$ cat config.mk
export PLATFORM = sky130hd
export DESIGN_NAME = uart_tx_scheduler
export DESIGN_NICKNAME = d
export VERILOG_FILES = /design/src/rtl/uart_tx_scheduler.sv
export SDC_FILE = /design/constraint.sdc
export NUM_CORES = 1
export LEC_CHECK = 0
export ABC_AREA = 1
export CORE_AREA = 2 2 61 107
export CTS_BUF_LIST = sky130_fd_sc_hd__clkbuf_4 sky130_fd_sc_hd__clkbuf_8
export DETAILED_ROUTE_END_ITERATION = 12
export DIE_AREA = 0 0 63 109
export HOLD_SLACK_MARGIN = 0.03
export PLACE_DENSITY = 0.65
export REMOVE_ABC_BUFFERS = 1
export SYNTH_ARGS = -nofsm -noshare
export SYNTH_HDL_FRONTEND = slang
export SYNTH_SLANG_ARGS = --single-unit
$ cat constraint.sdc
create_clock -name clk -period 7.4 [get_ports clk]
set_clock_uncertainty 0.05 [all_clocks]
set_input_delay 1.11 -clock clk [delete_from_list [all_inputs] [get_ports clk]]
set_output_delay 1.11 -clock clk [all_outputs]
set_load 0.05 [all_outputs]
$ cat src/rtl/uart_tx_scheduler.sv
// uart_tx_scheduler: round-robin arbiter sharing one UART transmitter among packet requesters
module uart_tx_scheduler #(
  parameter int NUM_REQ  = 4,
  parameter int ID_W     = 2,
  parameter int START_TO = 16
) (
  input  logic                 clk,
  input  logic                 rst,
  input  logic [NUM_REQ-1:0]   req_valid,
  input  logic [NUM_REQ-1:0]   req_last,
  input  logic [8*NUM_REQ-1:0] req_data,
  output logic [NUM_REQ-1:0]   req_ready,
  output logic                 tx_start,
  output logic [7:0]           tx_din,
  input  logic                 tx_busy,
  input  logic                 tx_done,
  output logic                 grant_valid,
  output logic [ID_W-1:0]      grant_id,
  output logic                 err_timeout
);
  localparam int CW = $clog2(START_TO + 1);
  typedef enum logic [1:0] {IDLE, START, WAIT_BUSY, WAIT_DONE} state_t;
  state_t state_q, state_d;
  logic lock_q, lock_d, last_q, last_d, err_q, err_d, hit, fin;
  logic [ID_W-1:0] ptr_q, ptr_d, owner_q, owner_d, win, nxt, off;
  logic [7:0] din_q, din_d;
  logic [CW-1:0] cnt_q, cnt_d;
  logic [NUM_REQ-1:0] elig, rot;
  // a held packet lock narrows arbitration to the owner alone
  assign elig = lock_q ? req_valid & (NUM_REQ'(1) << owner_q) : req_valid;
  assign rot = NUM_REQ'({elig, elig} >> ptr_q);
  assign nxt = (int'(owner_q) == NUM_REQ - 1) ? '0 : owner_q + 1'b1;
  assign win = ID_W'((int'(ptr_q) + int'(off)) % NUM_REQ);
  assign fin = (state_q == WAIT_BUSY || state_q == WAIT_DONE) && tx_done;
  assign req_ready = (rst && state_q == IDLE && hit) ? NUM_REQ'(1) << win : '0;
  assign tx_start = state_q == START;
  assign tx_din = din_q;
  assign grant_valid = state_q != IDLE || lock_q;
  assign grant_id = owner_q;
  assign err_timeout = err_q;
  always_comb begin
    hit = 1'b0;
    off = '0;
    for (int k = NUM_REQ - 1; k >= 0; k--) begin
      if (rot[k]) begin
        hit = 1'b1;
        off = ID_W'(k);
      end
    end
  end
  always_comb begin
    state_d = state_q;
    lock_d = lock_q;
    ptr_d = ptr_q;
    owner_d = owner_q;
    last_d = last_q;
    din_d = din_q;
    cnt_d = cnt_q;
    err_d = 1'b0;
    if (fin) begin
      lock_d = !last_q;
      ptr_d = last_q ? nxt : ptr_q;
      state_d = IDLE;
    end else if (state_q == IDLE && hit) begin
      owner_d = win;
      din_d = req_data[{win, 3'b000} +: 8];
      last_d = req_last[win];
      state_d = START;
    end else if (state_q == START) begin
      cnt_d = '0;
      state_d = WAIT_BUSY;
    end else if (state_q == WAIT_BUSY && tx_busy) begin
      state_d = WAIT_DONE;
    end else if (state_q == WAIT_BUSY && cnt_q == CW'(START_TO - 1)) begin
      err_d = 1'b1;
      lock_d = 1'b0;
      ptr_d = nxt;
      state_d = IDLE;
    end else if (state_q == WAIT_BUSY) begin
      cnt_d = cnt_q + 1'b1;
    end
  end
  always_ff @(posedge clk or negedge rst) begin
    if (!rst) begin
      state_q <= IDLE;
      lock_q <= 1'b0;
      last_q <= 1'b0;
      err_q <= 1'b0;
      ptr_q <= '0;
      owner_q <= '0;
      din_q <= '0;
      cnt_q <= '0;
    end else begin
      state_q <= state_d;
      lock_q <= lock_d;
      last_q <= last_d;
      err_q <= err_d;
      ptr_q <= ptr_d;
      owner_q <= owner_d;
      din_q <= din_d;
      cnt_q <= cnt_d;
    end
  end
endmodule

==> flow_summary_export.csv <==
group,metric,value,unit
run_status,outcome,"finished clean",
clocking,clk_latency,270,ps
power_and_ir_drop,peakVddDrop,236.9,uV
routing,wire_per_inst,11.74,microns
sta,post-route-period-util,0.7119,
layout,drive_above_1_share,0.09864,
floorplan,placementRows,38,
sta,fin_tns_setup,0,ps
layout,syn_to_final_growth,41.23,%
power_and_ir_drop,clock_power_share,0.067,
sta,maxSlewHeadroom,0.3591,
power_and_ir_drop,p_sw_frac,0.5477,
sta,hold_viol,0,
floorplan,core-area,6038,sq um
clocking,post_cts_resized,0,
power_and_ir_drop,p_comb_frac,0.761,
placed_design,gp_congestion,0.7644,
yosys,synth_area_leaders,"dfrtp_1 31%, nand2_1 15%, mux2i_1 10%, nand3_1 9.4%, ha_1 7.8%",
yosys,avgSynthCellArea,7.465,sq um
sta,timing.fmax,0.1898,GHz
yosys,ys_seq_area_frac,0.3138,
clocking,cts.htree.levels,1,
floorplan,die_area,6867,sq um
power_and_ir_drop,p_per_area,540.6,nW/um^2
worst_setup_path,r2r_slack,4430,ps
power_and_ir_drop,total_power,0.001339,W
worst_setup_path,startpoint_type,"input pin",
sta,rsz0062_at_grt,"false",
worst_setup_path,crit_start,"req_valid[3]",
sta,finalSetupViolations,0,
power_and_ir_drop,p_leak,1.203,nW
global_routing,grt_pass1_wl,7.493,mm
yosys,yosysWarnings,0,
routing,finalWirelength,4.392,mm
clocking,post_cts_buffers,0,
worst_hold_path,hold_path_class,"reg2reg",
floorplan,die_y,109,microns
global_routing,grt_max_degree,24,
yosys,ys_types,25,
placed_design,port_buffers,60,
routing,firstDrtPassIters,4,
yosys,synth_top_cell_area_share,0.3138,
clocking,clk_path_buf_depth,2,
power_and_ir_drop,p_int,0.0006058,W
yosys,synth.largest_area_cell,"dfrtp_1",
layout,fin_util,0.4103,
placed_design,placed_cells,370,
clocking,hold_buffers,0,
clocking,cts-root-buf,"clkbuf_8",
worst_setup_path,reg2reg_depth,15,
sta,worst_pin_slew,961.4,ps
floorplan,io-pin-count,61,
sta,slew_viol_final,0,
worst_setup_path,cp-end-kind,"primary output",
yosys,synth_ff_type,"dfrtp_1",
layout,finalNonFillerCells,374,
power_and_ir_drop,seq_power_share,0.171,
global_routing,antenna_found_initial,0,
run,max-cap-violations,0,
yosys,synthMostInstantiatedCell,"nand2_1",
global_routing,grt_pass1_vias,1723,
power_and_ir_drop,switchingPower,0.0007335,W
layout,nets,350,
yosys,synth-seq-cells,22,
routing,drc,0,
worst_setup_path,cp_data_required_time,6240,ps
sta,period_minus_slack,5268,ps
yosys,syn_area,1754,sq um
yosys,synthTopCellsByCount,"71 x nand2_1, 33 x nand3_1, 22 x dfrtp_1",
worst_setup_path,worstReg2RegStart,"grant_id[0]",
routing,drt-initial-drc-count,49,
routing,vias,1686,
placed_design,place_area,2422,sq um
clocking,cts_tree,"built",
worst_setup_path,cp_max_fo,20,
layout,n_antenna_cell,0,
worst_hold_path,hold_depth,2,
routing,avgViaCountPerCell,4.508,
worst_setup_path,r2r_end,"tx_din[4]",
clocking,clk_pin_slew,80,ps
layout,stdcell_area,2477,sq um
routing,antenna_left,0,
global_routing,overflow,0,
yosys,async_flop_share,1.000,
placed_design,place_hpwl,3.468,mm
floorplan,start_util,0.2905,
worst_setup_path,cp.arrival,4110,ps
yosys,synthCells,235,
yosys,synth_edf_count,0,
global_routing,grt_usage,0.1369,
worst_setup_path,critPathKind,"in2out",
floorplan,die_w,63,microns
worst_hold_path,min_to,"tx_din[7]",
clocking,cts-buffers-inserted,3,
worst_hold_path,hold_start,"tx_din[7]",
clocking,cts.sinks,22,
==> placed cells by master, fill, tap and decap left out <==
master	synthesis	routed
mux2i_1	18	18
nor2_1	13	13
nand3b_4	2	2
nand3_2	1	1
xnor2_1	2	2
clkbuf_8	0	4
dfrtp_1	22	22
nand2_2	10	10
nand4_1	1	1
or2_2	2	2
inv_2	5	5
inv_1	18	18
a31oi_1	1	1
o21ai_1	9	9
buf_4	1	1
o21ai_0	2	2
nor2_4	2	2
a21oi_1	3	3
xor2_1	1	1
nand3_1	33	33
nand2_4	2	2
clkdlybuf4s50_1	0	60
nand2_1	71	71
ha_1	11	11
==> layer usage <==
layer | part of all wire | track usage
met5 | 0 | 0
met4 | 0.017 | 0.06508
met2 | 0.57 | 0.2667
met3 | 0.036 | 0.01548
met1 | 0.37 | 0.1432
==> logic make-up after synthesis <==
kind of cell	share of synthesized area
and+or+nand+nor	0.3745
DFF	0.3138
xor gates and xnor gates	0.01498
muxes	0.1027
buffers and inverters	0.07204
adders and majority gates	0.07846
AOI/OAI and AO/OA	0.04351
==> worst max-delay path by stage <==
stage / cells past startpoint / slack, ps / end
final: 11 / 2130 / req_ready[1]
after global placement: 10 / 2170 / req_ready[1]
after CTS: 11 / 2090 / req_ready[1]
after global routing: 10 / 1890 / req_ready[1]
after detailed placement: 11 / 2110 / req_ready[1]
after floorplan: 9 / 3070 / req_ready[1]
==> power groups by stage <==
stage               sequential, W  combinational, W  clock [W]
floorplan                0.000316          0.000694          0
global placement         0.000230           0.00103          0
detailed placement       0.000231           0.00103          0
CTS                      0.000230           0.00104  0.0000919
global route             0.000240           0.00114  0.0000945
finish                   0.000230           0.00102  0.0000899
==> worst max-delay path: stages <==
cell	delay (ps)
clkdlybuf4s50_1	440
nand3_1	90
nand2_1	70
nand2_1	60
nand2_1	100
a31oi_1	150
nor2_1	60
ha_1	920
nand2_1	170
nor2_1	130
clkdlybuf4s50_1	810
==> area by class of cell <==
cell class                      instances  area (sq um)
Timing Repair Buffer                   61         608.1
Tap cell                               80         100.1
Fill cell                             621          3561
Multi-Input combinational cell        184          1077
Sequential cell                        22         550.5
Inverter                               23         86.33
Clock buffer                            4         55.05
==> per-stage QoR <==
| step | hold WS, ps | setup WS, ps |
|---|---|---|
| after CTS | 438.1 | 2091 |
| after floorplan | 391.7 | 3065 |
| after global placement | 413.4 | 2170 |
| after global routing | 463.1 | 1886 |
| after detailed placement | 415.7 | 2111 |
| final | 434.1 | 2132 |
==> flip-flops by register name, summed over array words and instances, names as in the netlist <==
name         flops
lock_q           1
tx_din           8
state_q          2
cnt_q            5
last_q           1
ptr_q            2
err_timeout      1
grant_id         2
Power figures use the tool's default switching activity.
